$ cat src/rtl/john_ring_mon.sv
// Observes a 5-bit Johnson/ring counter: decodes phase, classifies each sample
// against the previous one, tracks lock, wraps and sequence errors.
module john_ring_mon #(
    parameter int W        = 5,
    parameter int LOCK_CNT = 3,
    parameter int CNT_W    = 8
) (
    input  logic             clk,
    input  logic             rst_n,
    input  logic             mode,
    input  logic [W-1:0]     q_in,
    input  logic             clr,
    output logic [3:0]       phase,
    output logic             phase_vld,
    output logic             locked,
    output logic             err,
    output logic [CNT_W-1:0] err_cnt,
    output logic             wrap_pulse,
    output logic [CNT_W-1:0] wrap_cnt
);

    typedef enum logic {ACQ, LOCKED} state_t;

    // Returns {legal, phase}. Johnson codes are a low thermometer (phases 0..W)
    // or the inverse of one (phases W+1..2W-1); ring codes are one-hot.
    function automatic logic [4:0] decode(input logic m, input logic [W-1:0] v);
        logic [W:0]   t;
        logic [W-1:0] thr;
        logic [4:0]   r;
        r = 5'b0;
        if (m) begin
            for (int k = 0; k < W; k++) begin
                t = {{W{1'b0}}, 1'b1} << k;
                if (v == t[W-1:0]) r = {1'b1, 4'(k)};
            end
        end else begin
            for (int k = 0; k <= W; k++) begin
                t   = ({{W{1'b0}}, 1'b1} << k) - 1'b1;
                thr = t[W-1:0];
                if (v == thr) r = {1'b1, 4'(k)};
                if (k > 0 && k < W && v == ~thr) r = {1'b1, 4'(W + k)};
            end
        end
        return r;
    endfunction

    state_t           state_q, state_d;
    logic [3:0]       run_q, run_d;
    logic [W-1:0]     prev_q, prev_d;
    logic             mode_q, mode_d;
    logic [3:0]       phase_q, phase_d;
    logic             vld_q, vld_d;
    logic             err_q, err_d;
    logic             wrap_q, wrap_d;
    logic [CNT_W-1:0] err_cnt_q, err_cnt_d;
    logic [CNT_W-1:0] wrap_cnt_q, wrap_cnt_d;

    logic       leg_in, leg_prev, adv, hold, bad, restart;
    logic [3:0] ph_in, ph_prev, last_ph, succ_ph;

    always_comb begin
        {leg_in, ph_in}     = decode(mode, q_in);
        {leg_prev, ph_prev} = decode(mode, prev_q);
        last_ph = mode ? 4'(W - 1) : 4'(2 * W - 1);
        succ_ph = (ph_prev == last_ph) ? 4'd0 : ph_prev + 4'd1;
        adv     = leg_in && leg_prev && (ph_in == succ_ph);
        hold    = leg_in && (q_in == prev_q);
        bad     = !adv && !hold;
        restart = (mode != mode_q);

        state_d    = state_q;
        run_d      = run_q;
        err_d      = 1'b0;
        wrap_d     = 1'b0;
        err_cnt_d  = err_cnt_q;
        wrap_cnt_d = wrap_cnt_q;
        prev_d     = q_in;
        mode_d     = mode;
        vld_d      = leg_in;
        phase_d    = leg_in ? ph_in : phase_q;

        if (restart) begin
            state_d = ACQ;
            run_d   = 4'd0;
        end else begin
            case (state_q)
                ACQ: begin
                    if (adv) begin
                        if ({1'b0, run_q} + 5'd1 == 5'(LOCK_CNT)) begin
                            state_d = LOCKED;
                            run_d   = 4'd0;
                        end else begin
                            run_d = run_q + 4'd1;
                        end
                    end else if (bad) begin
                        run_d = 4'd0;
                    end
                end
                LOCKED: begin
                    if (bad) begin
                        err_d   = 1'b1;
                        state_d = ACQ;
                        run_d   = 4'd0;
                        if (err_cnt_q != '1) err_cnt_d = err_cnt_q + 1'b1;
                    end
                end
                default: state_d = ACQ;
            endcase
            // A legal successor of the last phase is necessarily phase 0.
            if (adv && ph_prev == last_ph) begin
                wrap_d = 1'b1;
                if (wrap_cnt_q != '1) wrap_cnt_d = wrap_cnt_q + 1'b1;
            end
        end

        if (clr) begin
            err_cnt_d  = '0;
            wrap_cnt_d = '0;
        end
    end

    always_ff @(posedge clk or negedge rst_n) begin
        if (!rst_n) begin
            state_q    <= ACQ;
            run_q      <= 4'd0;
            prev_q     <= '0;
            mode_q     <= 1'b0;
            phase_q    <= 4'd0;
            vld_q      <= 1'b0;
            err_q      <= 1'b0;
            wrap_q     <= 1'b0;
            err_cnt_q  <= '0;
            wrap_cnt_q <= '0;
        end else begin
            state_q    <= state_d;
            run_q      <= run_d;
            prev_q     <= prev_d;
            mode_q     <= mode_d;
            phase_q    <= phase_d;
            vld_q      <= vld_d;
            err_q      <= err_d;
            wrap_q     <= wrap_d;
            err_cnt_q  <= err_cnt_d;
            wrap_cnt_q <= wrap_cnt_d;
        end
    end

    assign phase      = phase_q;
    assign phase_vld  = vld_q;
    assign locked     = (state_q == LOCKED);
    assign err        = err_q;
    assign err_cnt    = err_cnt_q;
    assign wrap_pulse = wrap_q;
    assign wrap_cnt   = wrap_cnt_q;

endmodule

$ cat config.mk
export PLATFORM = sky130hd
export DESIGN_NAME = john_ring_mon
export DESIGN_NICKNAME = d
export VERILOG_FILES = /design/src/rtl/john_ring_mon.sv
export SDC_FILE = /design/constraint.sdc
export NUM_CORES = 1
export LEC_CHECK = 0
export CORE_MARGIN = 10
export CORE_UTILIZATION = 35
export CTS_CLUSTER_SIZE = 30
export DETAILED_ROUTE_END_ITERATION = 8
export GPL_TIMING_DRIVEN = 1
export HOLD_SLACK_MARGIN = 0.06
export MAX_ROUTING_LAYER = met4
export PLACE_DENSITY = 0.53
export SYNTH_ARGS = -nofsm -noshare
export SYNTH_HDL_FRONTEND = slang
export SYNTH_SLANG_ARGS = --single-unit
$ cat constraint.sdc
create_clock -name clk -period 9.2 [get_ports clk]
set_input_delay 2.76 -clock clk [delete_from_list [all_inputs] [get_ports clk]]
set_output_delay 2.76 -clock clk [all_outputs]
set_load 0.005 [all_outputs]
* Word level (Yosys, flattened, before mapping)
Cells that the tools add are included.
** Word-level totals
- Register bits after elaboration :: 34
- Output and inout bits :: 24
- Logic and storage cells :: 122
** Cells by class
- $add $sub $neg :: 5
- Eq/ne operators :: 32
- Multiplexer cells :: 58
- Bitwise gates (word level) :: 1
- Reductions and logical operators :: 16
** Operators by type and width (number)
- two-way mux 5 bit :: 32
- two-way mux 8 bit :: 9
- equality test 5 bit (second input constant) :: 10
- equality test 5 x 2 -> 1 bit (second input constant) :: 5
- two-way mux 4 bit :: 6
- equality test 5 x 3 -> 1 bit (second input constant) :: 4
- equality test 5 x 4 -> 1 bit (second input constant) :: 4
- adder 8 x 1 -> 8 bit (second input constant) :: 2
- inequality test 8 bit (second input constant) :: 2
- equality test 5 x 1 -> 1 bit (second input constant) :: 2
- zero test 5 bit :: 2
- nonzero test 2 bit :: 5
- two-way mux 1 bit :: 9
- adder 4 x 1 -> 4 bit (second input constant) :: 2
- equality test 4 bit :: 2
- one-hot mux 4 bit (2 select lines) :: 1
- adder 4 x 1 -> 5 bit (second input constant) :: 1
- equality test 5 bit :: 1
- logical AND 1 bit :: 5
- AND reduction 4 bit :: 1
- AND reduction 3 bit :: 1
- zero test 1 bit :: 2
- inequality test 2 bit (second input constant) :: 1
- one-hot mux 1 bit (2 select lines) :: 1
- 2 further kinds :: 2

* Longest topological paths before layout
Gate-level depths: netlist of the first run.
- Depth after elaboration :: 22
- Mapped depth :: 15
- Depth with buffers taken out :: 12

* Worst setup path after synthesis of the first run
No wires, ideal clock.
- Kind :: input-to-reg
- From :: in mode
- To :: reg wrap_cnt_q[5], in the netlist wrap_cnt[5]
- Setup time :: 0.128 ns
- Data arrival time :: 5.555 ns
- Data required time :: 9.072 ns
- Setup slack :: 3.517 ns
- Stages :: 12
- Buffers on the path :: 1
- Path through :: clkbuf_1 nor3_1 o221ai_1 nand2_1 ha_1 inv_1 o311a_1 a2bb2oi_1 a2111oi_2 o211ai_2 nor4_1 mux2_1
** Between the ends
- Word-level cells in the longest chain between the ends :: 8
- Elaborated cells between the ends (all ways) :: 14
** RTL lines
- from (decl) :: RTL line 10 : input logic mode,
- two-way mux 5 bit / two-way mux 4 bit (equally long branches) :: RTL line 31, 64
- adder 4 x 1 -> 4 bit / equality test 4 bit (equally long branches) :: RTL line 65, 110
- two-way mux 4 bit :: RTL line 65 : succ_ph = (ph_prev == last_ph) ? 4'd0 : ph_prev + 4'd1;
- equality test 4 bit :: RTL line 66 : adv = leg_in && leg_prev && (ph_in == succ_ph);
- logical AND 1 bit :: RTL line 66
- logical AND 1 bit :: RTL line 110 : if (adv && ph_prev == last_ph) begin
- nonzero test 2 bit (no line)
- AND reduction 3 bit (no line) *
- to (signal assigned) :: RTL line 144 : wrap_cnt_q <= wrap_cnt_d;
- to (decl) :: RTL line 56 : logic [CNT_W-1:0] wrap_cnt_q, wrap_cnt_d;
Mark *: on every way between the ends. The rest lies on a longest branch, timed or not.
A chain may end at the register's enable or synchronous reset.

* Worst setup path in the final report of the first run
- From :: in mode
- To :: reg err_cnt_q[6], in the netlist err_cnt[6]
** Between the ends
- Word-level cells in the longest chain between the ends :: 9
- Elaborated cells between the ends (all ways) :: 17
** RTL lines
- two-way mux 5 bit / two-way mux 4 bit (equally long branches) :: RTL line 31, 64
- adder 4 x 1 -> 4 bit / equality test 4 bit (equally long branches) :: RTL line 65
- two-way mux 4 bit :: RTL line 65
- equality test 4 bit :: RTL line 66
- logical AND 1 bit :: RTL line 66
- zero test 1 bit :: RTL line 68 : bad = !adv && !hold;
- logical AND 1 bit :: RTL line 68
- nonzero test 2 bit (no line)
- AND reduction 4 bit (no line) *
- to (signal assigned) :: RTL line 143 : err_cnt_q <= err_cnt_d;
- to (decl) :: RTL line 55 : logic [CNT_W-1:0] err_cnt_q, err_cnt_d;
Marks and branches as above.

==> results of run 1 <==
power by group:
part           total [µW]  switching (µW)  internal (µW)
registers             158            5.14            153
logic                49.9            28.6           21.4
clock network         120            59.3           60.3
total                 328            93.1            235
critical path, stage by stage:
cell             delay (ns)
clkdlybuf4s50_1        1.03
nor3_1                 0.17
o221ai_1               0.33
nand2_1                0.10
ha_1                   0.34
inv_1                  0.08
o311a_1                0.36
a2bb2oi_1              0.15
a2111oi_2              0.45
o21a_1                 0.61
nor4_1                 0.16
mux2_2                 0.30
Yosys cell counts, types with 2 or more instances:
cell type / instances / area, µm²
o211ai_1: 2 / 15.0
nor3_1: 11 / 55.1
xor2_1: 8 / 70.1
o21ai_0: 7 / 35.0
nor2_1: 20 / 75.1
buf_6: 2 / 22.5
nand3_1: 16 / 80.1
mux2_1: 3 / 33.8
mux2_2: 6 / 67.6
nor2b_1: 13 / 81.3
inv_1: 13 / 48.8
nand2b_1: 3 / 18.8
and2_1: 3 / 18.8
mux2i_1: 4 / 40.0
or4b_2: 2 / 20.0
nor4_1: 7 / 43.8
dfrtp_1: 34 / 851
a31oi_1: 4 / 25.0
and3_1: 2 / 12.5
ha_1: 5 / 62.6
buf_2: 6 / 30.0
a221o_1: 2 / 20.0
or3_1: 3 / 18.8
a2bb2oi_1: 3 / 26.3
clkbuf_1: 7 / 26.3
and4_1: 2 / 17.5
or4_1: 5 / 37.5
nand2_1: 24 / 90.1
a21oi_1: 10 / 50.1
xnor2_1: 5 / 43.8
nand4_1: 3 / 18.8
o31ai_1: 5 / 37.5
final timing paths:
| path | start | slack, ns | to |
|---|---|---|---|
| min | phase[3] | 0.48 | phase[3] |
| max reg2reg | prev_q[3] | 5.19 | err_cnt[6] |
| min reg2reg | phase[3] | 0.48 | phase[3] |
| max | mode | 2.54 | err_cnt[6] |
| min in group asynchronous | rst_n | 2.89 | err_cnt[1] |
| max in group asynchronous | rst_n | 5.98 | wrap_cnt[3] |
metal layers:
metal	up-vias	GRT usage	share of wire
met5	-	-	0
met4	0	0.0249	0.0040
met3	2	0.0243	0.037
met2	50	0.179	0.47
met1	982	0.158	0.49
li1	1042	-	-
kinds of logic (layout without fill, tap and decap cells):
group,after synthesis,count (layout),synth area share
compound gates,55,55,0.171
xor+xnor,13,13,0.0480
fa+ha+maj,6,6,0.0306
buf+inv,30,54,0.0585
flops,34,34,0.359
mux,13,13,0.0596
simple gates,121,121,0.274
through the flow:
| stage | total power [µW] | setup WS [ns] |
|---|---|---|
| after CTS | 332 | 2.55 |
| final | 328 | 2.54 |
| after global routing | 345 | 2.19 |
| after global placement | 212 | 2.29 |
| after floorplan | 193 | 3.52 |
| after detailed placement | 211 | 2.25 |
flip-flops by register name, summed over array words and instances (netlist names):
register    count
err_cnt         8
wrap_cnt        8
prev_q          5
phase           4
run_q           4
err             1
locked          1
mode_q          1
phase_vld       1
wrap_pulse      1
area by class of cell:
class / instances / area share
Clock buffer: 6 / 0.0295
Multi-Input combinational cell: 208 / 0.494
Inverter: 13 / 0.0174
Clock inverter: 2 / 0.00447
Timing Repair Buffer: 33 / 0.117
Tap cell: 77 / 0.0344
Sequential cell: 34 / 0.304
==> impl_metrics.yaml, run 1 <==
worst_setup_path:
  start_kind: "input pin"
  cp_data_arrival_time_ns: 6.84
  cp.required_ns: 9.38
  path_max_fanout: 27
  critPathKind: "in2reg"
  cp-end-kind: "flip-flop"
  reg2reg_depth: 11
logic_synthesis:
  ys_ff_latch: 34
  syn_nets: 286
  synth_cell_types: 64
  netlist_instances: 272
  async_reset_ff_frac: 1.00
  synth_edf_count: 0
  synth_area_um2: 2370
  ys_warn_count: 0
  seq_area_frac_synth: 0.359
  synthFlopType: "dfrtp_1"
  avgSynthCellArea_um2: 8.72
cells_and_area:
  final_common_cell: "dfrtp_1"
  diodes: 0
  final_core_util: 0.434
  drive_gt1_frac: 0.0743
  final_cell_mix: "34 x dfrtp_1, 32 x clkdlybuf4s50_1, 24 x nand2_1"
  stdcell_count: 373
  regArea_um2: 851
  nets: 309
  stdcell_area_um2: 2800
  fillCellCount: 645
  syn_to_final_growth_pct: 18.1
  multiInputGateArea_um2: 1380
global_routing:
  grt_use_total: 0.118
  grt_overflow: 0
  grt_max_degree: 35
  antenna_found_initial: 0
  grt_pass1_vias: 2003
  grt_pass1_wl_um: 9880
timing:
  slew_headroom: 0.389
  hold-worst-slack_ns: 0.481
  finalCriticalPeriod_ns: 6.66
  rsz0062_at_grt: "no"
  clock_skew_ns: 0.00350
  finalSetupViolations: 0
  drv_slew: 0
  worstMarginPinSlew_ns: 0.913
  finalCritPeriodShare: 0.724
  max_freq_ghz: 0.150
  final_hold_viol_count: 0
  tns_ns: 0
placement:
  port-buffer-count: 32
  dpl_cell_area_um2: 2710
  dp_cells: 365
  post-dp-hpwl_um: 4070
  gp_congestion: 0.815
detailed_routing:
  postRouteAntennaNets: 0
  wl_um: 5820
  drt_iter0_markers: 151
  num_vias: 2076
  drc: 0
  drtPass1Iterations: 4
  via_per_inst: 5.57
  wl_per_cell_um: 15.6
min_path:
  hold_path_depth: 2
  hp-class: "reg2reg"
outcome:
  status: "completed"
floorplan:
  die_w_um: 102
  io_pins: 33
  die_y_um: 102
  core_area_um2: 6460
  initial_utilization: 0.367
  num_rows: 29
  dieArea_um2: 10500
flow_run:
  drv_cap: 0
cts:
  post-cts-setup-buffer-count: 0
  ctsResizeCount: 0
  root_buffer: "clkbuf_8"
  clk_pin_slew_ns: 0.08
  cts_tree: "yes"
  clockBufferDepth: 2
  numCtsBuffers: 5
  cts_max_level: 2
  cts.sinks: 34
  hold_buffers: 0
  clock_latency_ns: 0.28
pwr:
  leakage_uw: 0.00113
  p_per_area_nw_per_um2: 117
  ir_worst_vdd_uv: 49.5
Power figures use the tool's default switching activity.
==> run 2: changes to the inputs <==
--- a/config.mk
+++ b/config.mk
@@ -12,7 +12,7 @@
 export GPL_TIMING_DRIVEN = 1
 export HOLD_SLACK_MARGIN = 0.06
 export MAX_ROUTING_LAYER = met4
-export PLACE_DENSITY = 0.53
+export PLACE_DENSITY = 0.55
 export SYNTH_ARGS = -nofsm -noshare
 export SYNTH_HDL_FRONTEND = slang
 export SYNTH_SLANG_ARGS = --single-unit
==> constraint.sdc (replaced) <==
create_clock -name clk -period 5.65 [get_ports clk]
set_input_delay 1.695 -clock clk [delete_from_list [all_inputs] [get_ports clk]]
set_output_delay 1.695 -clock clk [all_outputs]
set_load 0.005 [all_outputs]
==> impl_metrics.yaml, run 2 (synthesis results as in run 1) <==
global_routing:
  grt_max_degree: 35
  grt_use_total: 0.118
  grt_pass1_vias: 2028
  grt_overflow: 0
  antenna_found_initial: 0
  grt_pass1_wl_um: 9880
detailed_routing:
  wl_per_cell_um: 15.1
  drt_iter0_markers: 126
  num_vias: 2107
  wl_um: 5700
  drc: 0
  drtPass1Iterations: 4
  postRouteAntennaNets: 0
  via_per_inst: 5.57
pwr:
  power.share.clock: 0.333
  intPower_uw: 372
  switching_power_uw: 141
  seq_power_share: 0.502
  ir_worst_vdd_uv: 103
  p_comb_frac: 0.164
  leakage_uw: 0.00115
  switching_share: 0.275
  p_per_area_nw_per_um2: 182
cells_and_area:
  fillCellCount: 634
  diodes: 0
  drive_gt1_frac: 0.0831
  final_common_cell: "dfrtp_1"
  syn_to_final_growth_pct: 19.2
  final_cell_mix: "34 x dfrtp_1, 32 x clkdlybuf4s50_1, 24 x nand2_1"
  nets: 315
floorplan:
  io_pins: 33
  initial_utilization: 0.367
  core_area_um2: 6460
  num_rows: 29
  dieArea_um2: 10500
  die_y_um: 102
  die_w_um: 102
min_path:
  worstHoldEndpoint: "phase[3]"
  hold_path_depth: 2
  hp-class: "reg2reg"
  min-delay-start: "phase[3]"
timing:
  setup_slack_ns: 0.711
  finalCriticalPeriod_ns: 4.94
  clock_skew_ns: 0.00742
  worstMarginPinSlew_ns: 0.865
  max_freq_ghz: 0.202
  slew_headroom: 0.422
  finalCritPeriodShare: 0.874
  finalSetupViolations: 0
  final_hold_viol_count: 0
  tns_ns: 0
  rsz0062_at_grt: "no"
  drv_slew: 0
worst_setup_path:
  cp_data_arrival_time_ns: 5.13
  start_kind: "input pin"
  cp.required_ns: 5.84
  regToRegEndpoint: "wrap_cnt[5]"
  timing.rr.start: "prev_q[3]"
  path_max_fanout: 20
  reg2reg_depth: 11
  r2r_slack_ns: 1.83
  cp-end-kind: "flip-flop"
  critPathKind: "in2reg"
placement:
  gp_congestion: 0.953
  dp_slack_ns: 0.406
  post-dp-hpwl_um: 4140
  port-buffer-count: 32
cts:
  ctsResizeCount: 0
  cts_tree: "yes"
  clockBufferDepth: 2
  cts_max_level: 2
  clk_pin_slew_ns: 0.07
  numCtsBuffers: 5
  clock_latency_ns: 0.28
  post-cts-setup-buffer-count: 0
  root_buffer: "clkbuf_8"
  cts.sinks: 34
  hold_buffers: 0
outcome:
  status: "completed"
flow_run:
  drv_cap: 0
## run 2: cell types whose count changed in the layout (fill, tap and decap cells not counted), sizes merged
cell	before	now
buf	1	7
clkbuf	6	7
clkinv	1	0
clkinvlp	1	0
## run 2: final cells by class
class                   instances  area [µm²]  share of cell area
well taps                      77        96.3              0.0341
clock buffers                   7        76.3              0.0270
repair buffers                 39         373               0.132
inverters                      13        48.8              0.0173
flip-flops and latches         34         851               0.301
multi-input cells             208        1380               0.489
## run 2: stage by stage
stage	hold slack (ns)	std cells	cell area, µm²	total power [µW]	utilization
floorplan	0.470	272	2370	314	-
global placement	0.466	371	2750	348	0.426
detailed placement	0.475	371	2750	348	0.426
CTS	0.490	378	2830	522	0.438
global route	0.511	378	2830	545	0.438
finish	0.479	378	2830	513	0.438
## run 2: power by group through the flow
stage | registers, µW | logic, µW | clock network, µW
6_report | 258 | 84.4 | 171
4_1_cts | 258 | 85.4 | 179
2_1_floorplan | 258 | 55.8 | 0
3_5_place_dp | 263 | 85.2 | 0
5_1_grt | 259 | 94.8 | 191
3_3_place_gp | 263 | 85.2 | 0
## run 2: critical path: stages
cell and delay [ns]:
clkdlybuf4s50_1 0.61, buf_4 0.28, and4b_1 0.26, a311oi_1 0.26, o21ai_0 0.14, o21ai_2 0.32
nor4_1 0.17, or3_1 0.57, or4b_2 0.65, a21oi_1 0.16
## run 2: worst max-delay path by stage
stage | startpoint | end | slack (ns) | cells past startpoint
floorplan | mode | wrap_cnt[6] | 1.03 | 12
global placement | mode | err_cnt[5] | 0.37 | 10
detailed placement | mode | err_cnt[5] | 0.41 | 10
CTS | mode | err_cnt[5] | 0.71 | 10
global route | mode | err_cnt[5] | 0.43 | 10
finish | mode | err_cnt[5] | 0.71 | 10
## run 2: routing by layer
layer	up-vias	track usage	part of all wire
met2	44	0.179	0.46
met3	6	0.0297	0.039
met1	1005	0.153	0.49
met5	-	-	0
met4	0	0.0325	0.011
li1	1052	-	-
==> run 3: changes to the inputs <==
--- a/config.mk
+++ b/config.mk
@@ -5,6 +5,7 @@
 export SDC_FILE = /design/constraint.sdc
 export NUM_CORES = 1
 export LEC_CHECK = 0
+export CAP_MARGIN = 10
 export CORE_MARGIN = 10
 export CORE_UTILIZATION = 35
 export CTS_CLUSTER_SIZE = 30
==> results of run 3 <==
The final DEF is identical to that of run 2; final timing and power are the same.
